==> config.mk <==
export PLATFORM = sky130hd
export DESIGN_NAME = rx_uart
export DESIGN_NICKNAME = d
export VERILOG_FILES = /design/src/rtl/rx_uart.sv
export SDC_FILE = /design/constraint.sdc
export NUM_CORES = 1
export LEC_CHECK = 0
export BUFFER_PORTS_ARGS = -buffer_cell sky130_fd_sc_hd__buf_2
export CORE_MARGIN = 2
export CORE_UTILIZATION = 36
export DETAILED_ROUTE_END_ITERATION = 8
export PLACE_DENSITY_LB_ADDON = 0.3
export SLEW_MARGIN = 20
export SYNTH_ARGS = -nofsm -noshare
export SYNTH_HDL_FRONTEND = slang
export SYNTH_SLANG_ARGS = --single-unit
==> constraint.sdc <==
create_clock -name clk -period 2.1 [get_ports clk]
set_clock_uncertainty 0.1 [all_clocks]
set_input_delay 0.315 -clock clk [delete_from_list [all_inputs] [get_ports clk]]
set_output_delay 0.315 -clock clk [all_outputs]
set_load 0.1 [all_outputs]
==> src/rtl/rx_uart.sv <==
// UART receiver: 16x oversampled 8N1 deserializer feeding a FIFO write port.
// Define RX_UART_MAJORITY_EN to vote each bit over samples 6, 7 and 8 instead of using sample 7 alone.
module rx_uart #(
    parameter int BAUD_RATE  = 9600,
    parameter int CLK_FREQ   = 50_000_000,
    parameter int TICK_COUNT = CLK_FREQ / (BAUD_RATE * 16)
) (
    input  logic       clk,
    input  logic       rstN,
    input  logic       rxData,
    input  logic       full,
    output logic [7:0] din,
    output logic       writeEn,
    output logic       frameErr,
    output logic       overrun,
    output logic       busy,
    output logic [2:0] dbgState
);

    localparam logic [2:0] IDLE      = 3'd0;
    localparam logic [2:0] START     = 3'd1;
    localparam logic [2:0] DATA      = 3'd2;
    localparam logic [2:0] STOP      = 3'd3;
    localparam logic [2:0] WAIT_IDLE = 3'd4;

    localparam int TW = (TICK_COUNT > 1) ? $clog2(TICK_COUNT) : 1;
    localparam logic [TW-1:0] TICK_LAST = TW'(TICK_COUNT - 1);

    logic          rxMeta;
    logic          rxSync;
    logic [TW-1:0] tickCnt;
    logic          tick;
    logic [2:0]    state;
    logic [3:0]    sampleCnt;
    logic [3:0]    midCnt;
    logic [2:0]    bitCnt;
    logic [7:0]    shiftReg;
    logic          s7;
    logic          bitVal;

    always_ff @(posedge clk or negedge rstN) begin
        if (!rstN) begin
            rxMeta <= 1'b1;
            rxSync <= 1'b1;
        end else begin
            rxMeta <= rxData;
            rxSync <= rxMeta;
        end
    end

    assign tick = (tickCnt == TICK_LAST);

    always_ff @(posedge clk or negedge rstN) begin
        if (!rstN) tickCnt <= '0;
        else if (tick) tickCnt <= '0;
        else tickCnt <= tickCnt + TW'(1);
    end

    // The decision tick is sample 8 in both builds so timing never depends on the vote mode;
    // samples 6 and 7 are captured on the two ticks before it.
    assign midCnt = (state == START) ? 4'd7 : 4'd15;

`ifdef RX_UART_MAJORITY_EN
    logic s6;

    always_ff @(posedge clk or negedge rstN) begin
        if (!rstN) s6 <= 1'b1;
        else if (tick && sampleCnt == midCnt - 4'd2) s6 <= rxSync;
    end

    assign bitVal = (s6 & s7) | (s6 & rxSync) | (s7 & rxSync);
`else
    assign bitVal = s7;
`endif

    always_ff @(posedge clk or negedge rstN) begin
        if (!rstN) s7 <= 1'b1;
        else if (tick && sampleCnt == midCnt - 4'd1) s7 <= rxSync;
    end

    // writeEn is a one-cycle strobe with no back-pressure: full is looked at only on the
    // stop-bit decision tick, and a byte that cannot be written is reported by overrun.
    always_ff @(posedge clk or negedge rstN) begin
        if (!rstN) begin
            state     <= IDLE;
            sampleCnt <= '0;
            bitCnt    <= '0;
            shiftReg  <= '0;
            din       <= '0;
            writeEn   <= 1'b0;
            frameErr  <= 1'b0;
            overrun   <= 1'b0;
        end else begin
            writeEn  <= 1'b0;
            frameErr <= 1'b0;
            overrun  <= 1'b0;
            if (tick) begin
                case (state)
                    IDLE: begin
                        if (!rxSync) begin
                            state     <= START;
                            sampleCnt <= '0;
                        end
                    end
                    START: begin
                        if (sampleCnt == 4'd7) begin
                            sampleCnt <= '0;
                            if (!bitVal) begin
                                state  <= DATA;
                                bitCnt <= '0;
                            end else begin
                                state <= IDLE;
                            end
                        end else begin
                            sampleCnt <= sampleCnt + 4'd1;
                        end
                    end
                    DATA: begin
                        if (sampleCnt == 4'd15) begin
                            sampleCnt <= '0;
                            shiftReg  <= {bitVal, shiftReg[7:1]};
                            if (bitCnt == 3'd7) state <= STOP;
                            else bitCnt <= bitCnt + 3'd1;
                        end else begin
                            sampleCnt <= sampleCnt + 4'd1;
                        end
                    end
                    STOP: begin
                        if (sampleCnt == 4'd15) begin
                            sampleCnt <= '0;
                            if (bitVal) begin
                                state <= IDLE;
                                if (full) begin
                                    overrun <= 1'b1;
                                end else begin
                                    din     <= shiftReg;
                                    writeEn <= 1'b1;
                                end
                            end else begin
                                state    <= WAIT_IDLE;
                                frameErr <= 1'b1;
                            end
                        end else begin
                            sampleCnt <= sampleCnt + 4'd1;
                        end
                    end
                    WAIT_IDLE: begin
                        if (rxSync) state <= IDLE;
                    end
                    default: state <= IDLE;
                endcase
            end
        end
    end

    assign busy     = (state != IDLE);
    assign dbgState = state;

endmodule

==> results of run 1 <==
==> cells in the mapped netlist, types with 2 or more instances <==
library cell | number | share of area [%]
dfstp_2 | 3 | 4.1
xor2_1 | 5 | 2.3
dfrtp_1 | 38 | 50
and2_2 | 2 | 0.79
nand4_1 | 2 | 0.66
inv_1 | 5 | 0.98
ha_1 | 6 | 3.9
a22o_1 | 3 | 1.4
mux2_2 | 20 | 12
nor3b_1 | 2 | 0.79
nor3_1 | 3 | 0.79
nand3_1 | 8 | 2.1
and3_1 | 2 | 0.66
xnor2_1 | 4 | 1.8
o21ai_0 | 5 | 1.3
and4bb_2 | 2 | 1.3
nor2_1 | 10 | 2.0
nand2b_1 | 2 | 0.66
nand2_1 | 6 | 1.2
==> sequential cells by signal (all words and copies together) (netlist names) <==
name / count
overrun: 1
din: 8
rxMeta: 1
tickCnt: 9
sampleCnt: 4
rxSync: 1
writeEn: 1
dbgState: 3
bitCnt: 3
bitVal: 1
shiftReg: 8
frameErr: 1
==> per-layer routing <==
metal / track usage (%) / wire, um / vias up
met2: 20.5 / 1760 / 24
met3: 2.94 / 122 / 9
li1: - / - / 605
met1: 16.4 / 1600 / 622
met4: 6.36 / 76 / 0
met5: 0 / 0 / -
==> worst max-delay path, cell delays in order, from the launching register on <==
cell and delay [ns]:
dfrtp_1 0.40, ha_1 0.19, and4_2 0.32, nand3_2 0.13
nor3_4 0.23, buf_12 0.15, mux2_2 0.33
==> timing repair <==
| item | CTS | global route |
|---|---|---|
| hold buffers | 1 | 1 |
| setup buffers | 0 | 1 |
| endpoints found under the hold margin | 18 | 1 |
| resized for setup | 0 | 1 |
| setup endpoints to repair | 0 | 9 |
==> final cells by class <==
cell class              count  share of cell area (%)
clock inverters             1                    1.33
inverters                   5                   0.829
flip-flops and latches     41                    45.8
clock buffers               7                    3.81
well taps                  70                    3.87
repair buffers             25                    7.08
multi-input cells         105                    37.3
==> worst max-delay path by stage <==
stage                     cells after the start                startpoint                 endpoint  slack [ns]
after CTS                                     5  sampleCnt[1]$_DFFE_PN0P_       din[3]$_DFFE_PN0P_        0.06
after global placement                        5  sampleCnt[1]$_DFFE_PN0P_       din[6]$_DFFE_PN0P_        0.16
after floorplan                               5   dbgState[2]$_DFFE_PN0P_       din[0]$_DFFE_PN0P_        0.02
after detailed placement                      5  sampleCnt[1]$_DFFE_PN0P_       din[3]$_DFFE_PN0P_         0.1
after global routing                          6      tickCnt[0]$_DFF_PN0_  dbgState[0]$_DFFE_PN0P_        0.04
final                                         6  sampleCnt[1]$_DFFE_PN0P_       din[7]$_DFFE_PN0P_        0.14
==> cell usage in the layout, fill, tap and decap left out, types with 2 or more instances in the layout <==
cell,n
nand4_1,2
and2_2,2
dlygate4sd3_1,2
inv_1,5
and3_1,2
nor3_1,3
dfrtp_2,2
a22o_1,3
buf_2,18
xor2_1,5
xnor2_1,4
nor2_2,2
nand2_1,5
clkbuf_8,6
ha_1,6
nand2b_1,2
nor2_1,9
nor3b_1,2
mux2_2,20
nand2_2,2
o21ai_0,5
nand3_1,8
dfrtp_1,35
and4bb_2,2
dfstp_2,3
buf_4,4
==> per-stage QoR <==
step                hold WS, ns  cell area (um^2)  setup slack, ns  std cells  total power [uW]
floorplan               -0.0806              1920           0.0243        155               811
global placement          0.219              2100            0.162        243               833
detailed placement        0.226              2100           0.0980        243               833
CTS                     0.00951              2230           0.0573        252              1480
global route              0.147              2260           0.0426        254              1530
finish                    0.153              2260            0.137        254              1470
==> where the power goes <==
group	switching, uW	total, uW	internal [uW]
clock	264	651	387
sequential	0.945	793	792
combinational	18.0	25.0	7.02
==> logic make-up after synthesis <==
logic type | after synthesis | synth area share (%)
and+or+nand+nor | 52 | 17.1
AOI/OAI and AO/OA | 18 | 7.01
adders and majority gates | 6 | 3.93
muxes | 20 | 11.8
xor gates and xnor gates | 9 | 4.13
buffers and inverters | 9 | 2.10
DFF | 41 | 53.9
==> metrics.md, run 1 <==
| Metric | Value |
|---|---|
| Hold Vio Cnt, Final | `0` |
| Async SR Flop Fraction | `100%` |
| Worst-Margin Slew | `0.503 ns` |
| Hold worst-path end | `writeEn$_DFF_PN0_` |
| Mapped cell area | `1910 um^2` |
| Worst setup EP type | `register` |
| Initial core utilization | `37.4%` |
| Leakage power | `0.00111 uW` |
| Port bufs | `18` |
| Worst r2r src | `sampleCnt[1]$_DFFE_PN0P_` |
| Max IR drop VDD | `0.346 mV` |
| Post-layout nets | `193` |
| Clock Pin Slew Worst Setup and Hold Paths | `0.08 ns` |
| Die width | `76.8 um` |
| DRC Markers | `0` |
| Register area | `1040 um^2` |
| Yosys reg bits | `41` |
| Crit path max fanout | `8` |
| Routed WL | `3560 um` |
| Clock latency on the worst-skew pair | `0.29 ns` |
| Initial drt markers | `29` |
| Synth warn | `0` |
| Via count | `1,260` |
| Routability congestion estimate | `0.872` |
| Syn Area/Cell | `12.3 um^2` |
| DR pass1 iterations | `4` |
| Clock Tree Root | `clkbuf_8` |
| Seq/Total Area, Yosys | `53.9%` |
| Post-synth EDFFs | `0` |
| Avg Vias per Cell | `4.96` |
| Post-route ant nets | `0` |
| Prevailing post-synth register cell | `dfrtp_1` |
| H-tree depth | `2` |
| Max Freq | `509 MHz` |
| # IOs | `19` |
| Gr ovfl total | `0` |
| Final critical-path required period | `1.96 ns` |
| HP Start | `full` |
| Hold path cells | `2` |
| R2R depth | `6` |
| GRT Util Overall | `12.9%` |
| Post-Syn Instances | `155` |
| Status | `complete, no violations` |
| Fin crit share | `93.5%` |
| Pwr Density | `649 nW/um^2` |
| Hold WC Path Type | `in -> reg` |
| First-pass GRT wire length | `6000 um` |
| Layout overhead on the synthesized area | `18.5%` |
| Slew headroom | `66.5%` |
| Setup TNS | `0 ns` |
| TritonCTS clock tree | `yes` |
| Util after Layout | `44.3%` |
| Detailed placer's ending HPWL | `2580 um` |
| Layout cells sized above 1 | `39.1%` |
| Die area | `5900 um^2` |
| FILL cells | `488` |
| Clock buffer count from CTS | `5` |
| Largest net degree at the start of global routing | `23` |
| Clock sink count | `41` |
| Critical path class | `reg -> reg` |
| Post-synthesis net count | `165` |
| Deepest clock path buffer count | `2` |
| FF-to-FF End | `din[7]$_DFFE_PN0P_` |
| Drt wl/cell | `14.0 um` |
| Die Y | `76.8 um` |
| Max Cap Viol | `0` |
| Count of final max-slew check failures | `0` |
| Core area | `5110 um^2` |
| Vias in the first global route | `1,245` |
| Initial antenna violation count | `0` |
| Final setup vio count | `0` |
| WP data required | `2.18 ns` |
| N_diodes | `0` |
| Unrepaired setup endpoints after global routing | `no` |
| Worst reg2reg setup slack | `0.14 ns` |
| Cell Rows | `26` |
| Critical Path AT | `2.04 ns` |
| Startpoint Class | `register` |
| Multi-input gate area | `845 um^2` |
| Yosys cell types | `46` |
Power figures use the tool's default switching activity.
==> run 2, diff against run 1 <==
Clock period 2.1 ns to 2.5 ns, I/O delays scaled along.
==> run 2 against run 1 <==
Against the previous run: sequential cell count unchanged; core utilization decreased by 1.8 points; wire length decreased by 1.3%.
==> metrics.md, run 2 (synthesis results as in run 1) <==
| Metric | Value |
|---|---|
| H-tree depth | `2` |
| Cells along the critical path | `ha_1 -> and4_2 -> nand3_2 -> nor3_4 -> mux2_2` |
| Worst r2r src | `sampleCnt[1]$_DFFE_PN0P_` |
| Final setup vio count | `0` |
| GRT Util Overall | `13.4%` |
| Deepest clock path buffer count | `2` |
| Crit path max fanout | `8` |
| Post-place instance area | `2070 um^2` |
| Finished Layout Cells | `247` |
| Avg Vias per Cell | `5.02` |
| Hold worst-path end | `rxMeta$_DFF_PN1_` |
| Routed WL | `3510 um` |
| Hold_buf cts | `0` |
| Core area | `5110 um^2` |
| Unrepaired setup endpoints after global routing | `no` |
| Slew headroom | `42.1%` |
| Largest net degree at the start of global routing | `42` |
| Commonest cells after routing, fill and taps aside | `38 x dfrtp_1, 20 x mux2_2, 18 x buf_2` |
| Most common cell after layout, fill and taps aside | `dfrtp_1` |
| Setup TNS | `0 ns` |
| Via count | `1,239` |
| First-pass GRT wire length | `6320 um` |
| Max Cap Viol | `0` |
| Post-CTS Resized | `0` |
| CP top delay family | `simple AND/OR/NAND/NOR gates` |
| Initial antenna violation count | `0` |
| Critical path class | `reg -> reg` |
| Worst reg2reg setup slack | `0.41 ns` |
| Post-route ant nets | `0` |
| DRC Markers | `0` |
| Design area | `2170 um^2` |
| Fin crit share | `83.6%` |
| Layout cells sized above 1 | `36.2%` |
| Hold path cells | `1` |
| Initial drt markers | `61` |
| DR pass1 iterations | `4` |
| WP data required | `2.57 ns` |
| Max Freq | `479 MHz` |
| Clock Pin Slew Worst Setup and Hold Paths | `0.07 ns` |
| Clock sink count | `41` |
| Die Y | `76.8 um` |
| Routability congestion estimate | `0.766` |
| Clock buffer count from CTS | `5` |
| Worst-Margin Slew | `0.869 ns` |
| Setup bufs post-CTS | `0` |
| Hold Vio Cnt, Final | `0` |
| Largest regs | `tickCnt: 9 flops, din: 8 flops, shiftReg: 8 flops` |
| Hold WC Path Type | `in -> reg` |
| FF-to-FF End | `din[0]$_DFFE_PN0P_` |
| Die width | `76.8 um` |
| Post-layout nets | `186` |
| Status | `complete, no violations` |
| Clock Tree Root | `clkbuf_8` |
| CP peak stage delay | `0.39 ns` |
| Max IR drop VDD | `0.377 mV` |
| Count of final max-slew check failures | `0` |
| Vias in the first global route | `1,317` |
| Port bufs | `18` |
| Leakage power | `0.00107 uW` |
| Layout overhead on the synthesized area | `13.6%` |
| Tot Pwr | `1150 uW` |
| TritonCTS clock tree | `yes` |
| R2R depth | `5` |
| Die area | `5900 um^2` |
| Gr ovfl total | `0` |
| Detailed placer's ending HPWL | `2640 um` |
| # IOs | `19` |
| FILL cells | `486` |
| HP Start | `rxData` |
| Drt wl/cell | `14.2 um` |
| Initial core utilization | `37.4%` |
| Final critical-path required period | `2.09 ns` |
| Placed Instances | `239` |
| Critical Path AT | `2.16 ns` |
| Worst setup EP type | `register` |
| Pwr Density | `529 nW/um^2` |
| Clock latency on the worst-skew pair | `0.29 ns` |
| Startpoint Class | `register` |
| Worst path slowest cell | `dfrtp_1` |
| Cell Rows | `26` |
| CP bufs+invs | `0` |
| N_diodes | `0` |
| Most flop-heavy register | `tickCnt` |
| Largest register FFs | `9` |
==> run 2: worst max path at each step <==
stage	cells past startpoint	slack [ns]	start	endpoint
2_1_floorplan	4	0.10	dbgState[1]$_DFFE_PN0P_	din[0]$_DFFE_PN0P_
3_3_place_gp	5	0.52	sampleCnt[1]$_DFFE_PN0P_	din[7]$_DFFE_PN0P_
3_5_place_dp	5	0.39	sampleCnt[1]$_DFFE_PN0P_	din[0]$_DFFE_PN0P_
4_1_cts	5	0.39	sampleCnt[1]$_DFFE_PN0P_	din[2]$_DFFE_PN0P_
5_1_grt	5	0.31	sampleCnt[1]$_DFFE_PN0P_	din[6]$_DFFE_PN0P_
6_report	5	0.41	sampleCnt[1]$_DFFE_PN0P_	din[0]$_DFFE_PN0P_
==> run 2: power by group <==
group	total, uW	internal [uW]	switching (uW)
registers	667	666	0.800
clock network	463	249	214
logic	17.5	2.86	14.6
==> run 2: routing by layer <==
layer,share of wire [%],global-route usage [%]
met1,46,17.6
met2,50,21.6
met3,3.0,3.29
met4,1.2,5.09
met5,0,0
==> run 2: final cells by class <==
cell class | instances | area, um^2 | area share, %
flip-flops and latches | 41 | 1030 | 47.5
multi-input cells | 105 | 842 | 38.8
clock buffers | 7 | 96.3 | 4.44
repair buffers | 18 | 90.1 | 4.15
well taps | 70 | 87.6 | 4.04
inverters | 5 | 18.8 | 0.865
clock inverters | 1 | 5.00 | 0.231
==> run 2: through the flow <==
step	hold WS, ns	util (%)	worst slack, ns
final	0.0893	42.5	0.411
after global routing	0.0739	42.5	0.307
after CTS	0.0782	42.5	0.386
after detailed placement	0.248	40.5	0.392
after global placement	0.247	40.5	0.515
after floorplan	-0.0206	-	0.103
==> run 3, diff against run 2 <==
Clock period 2.5 ns to 2 ns, I/O delays scaled along.
==> run 3 against run 2 <==
Against the previous run: wire length increased by 4.6%; design area rose by 4.8%; combinational power rose by 51%; maximum frequency rose by 8.3%; largest power group unchanged; cell count is 2.0% higher.
==> metrics.md, run 3 (synthesis results as in run 1) <==
| Metric | Value |
|---|---|
| CP bufs+invs | `1` |
| Largest register FFs | `9` |
| Tot Pwr | `1500 uW` |
| Clock sink count | `41` |
| Leakage power | `0.00111 uW` |
| Initial antenna violation count | `0` |
| Count of final max-slew check failures | `0` |
| # IOs | `19` |
| Detailed placer's ending HPWL | `2620 um` |
| Pwr Density | `661 nW/um^2` |
| Via count | `1,277` |
| Final critical-path required period | `1.93 ns` |
| Vias in the first global route | `1,255` |
| Wire length on met1 | `1670 um` |
| Initial drt markers | `61` |
| Critical Path AT | `2.00 ns` |
| CP peak stage delay | `0.42 ns` |
| Layout cells sized above 1 | `40.7%` |
| First-pass GRT wire length | `6180 um` |
| Clock Tree Root | `clkbuf_8` |
| FILL cells | `477` |
| Slew headroom | `61.7%` |
| Avg Vias per Cell | `5.07` |
| Met3 Wirelength | `143 um` |
| Finished Layout Cells | `252` |
| Max Cap Viol | `0` |
| Layout overhead on the synthesized area | `19.1%` |
| Worst-Margin Slew | `0.575 ns` |
| Largest regs | `tickCnt: 9 flops, din: 8 flops, shiftReg: 8 flops` |
| Worst path slowest cell | `dfrtp_1` |
| Highest routed metal layer | `met4` |
| Clock Pin Slew Worst Setup and Hold Paths | `0.08 ns` |
| Status | `complete, no violations` |
| Core area | `5110 um^2` |
| Met2 wire length | `1800 um` |
| Util after Layout | `44.5%` |
| Die Y | `76.8 um` |
| Post-layout nets | `191` |
| Clock buffer count from CTS | `5` |
| WP data required | `2.07 ns` |
| GRT Util Overall | `13.3%` |
| Post-route ant nets | `0` |
| TritonCTS clock tree | `yes` |
| Gr ovfl total | `0` |
| Deepest clock path buffer count | `2` |
| Fin crit share | `96.4%` |
| Hold WC Path Type | `in -> reg` |
| Critical path class | `reg -> reg` |
| Routed WL | `3670 um` |
| Drt wl/cell | `14.6 um` |
| Cell Rows | `26` |
| N_diodes | `0` |
| Hold Vio Cnt, Final | `0` |
| Most flop-heavy register | `tickCnt` |
| Design area | `2270 um^2` |
| Commonest cells after routing, fill and taps aside | `35 x dfrtp_1, 19 x mux2_2, 18 x buf_2` |
| Post-place instance area | `2120 um^2` |
| Routability congestion estimate | `0.846` |
| Die width | `76.8 um` |
| CP top delay family | `simple AND/OR/NAND/NOR gates` |
| Startpoint Class | `register` |
| Hold slack final | `0.132 ns` |
| H-tree depth | `2` |
| Max IR drop VDD | `0.314 mV` |
| DRC Markers | `0` |
| Final setup vio count | `0` |
| Unrepaired setup endpoints after global routing | `no` |
| Max Freq | `519 MHz` |
| Initial core utilization | `37.4%` |
| Clock latency on the worst-skew pair | `0.29 ns` |
| Port bufs | `18` |
| Worst reg2reg setup slack | `0.07 ns` |
| Cells along the critical path | `ha_2 -> and4_2 -> nand3_4 -> nor3_4 -> buf_12 -> mux2_2` |
| DR pass1 iterations | `4` |
| Worst setup EP type | `register` |
| Largest net degree at the start of global routing | `26` |
| Most common cell after layout, fill and taps aside | `dfrtp_1` |
| Crit path max fanout | `8` |
| Placed Instances | `242` |
| Die area | `5900 um^2` |
## run 3: cell types whose count changed in the layout (fill, tap and decap cells not counted), sizes merged
cell,change
bufinv,+1
clkbuf,-1
buf,+3
dlygate4sd3,+2
## run 3: timing repair
action	CTS	global route
setup endpoints to repair	0	8
hold endpoints to repair	22	0
resized for setup	0	6
hold buffers	2	0
buffers inserted	0	0
## run 3: worst paths after layout
path / startpoint / to / depth (start not counted)
worst max-delay path: sampleCnt[1]$_DFFE_PN0P_ / din[4]$_DFFE_PN0P_ / 6
worst min-delay path: full / writeEn$_DFF_PN0_ / 2
worst max register to register: sampleCnt[1]$_DFFE_PN0P_ / din[4]$_DFFE_PN0P_ / 6
worst min register to register: rxMeta$_DFF_PN1_ / rxSync$_DFF_PN1_ / 0
max in group asynchronous: rstN / din[4]$_DFFE_PN0P_ / 3
min in group asynchronous: rstN / writeEn$_DFF_PN0_ / 2
## run 3: layout make-up
type                    instances  area [um^2]  area share, %
multi-input cells             105          877           38.6
inverters                       5         18.8          0.825
clock buffers                   6         72.6           3.19
clock inverters                 2         35.0           1.54
well taps                      70         87.6           3.85
repair buffers                 23          145           6.38
flip-flops and latches         41         1040           45.7
## run 3: metal layers
metal  vias up  global-route usage (%)
met5         -                       0
met3         7                    3.41
met2        30                    20.5
met1       635                    17.2
met4         0                    7.09
li1        605                       -
## run 3: through the flow
stage / setup slack [ns] / TNS [ns]
after CTS: 0.0138 / 0
after global routing: 0.0217 / 0
after floorplan: -0.0583 / -0.424
after global placement: 0.102 / 0
after detailed placement: 0.0518 / 0
final: 0.0715 / 0
## run 3: where the power goes
group	internal (uW)	switching, uW
registers	832	1.14
logic	7.38	19.1
clock network	370	274
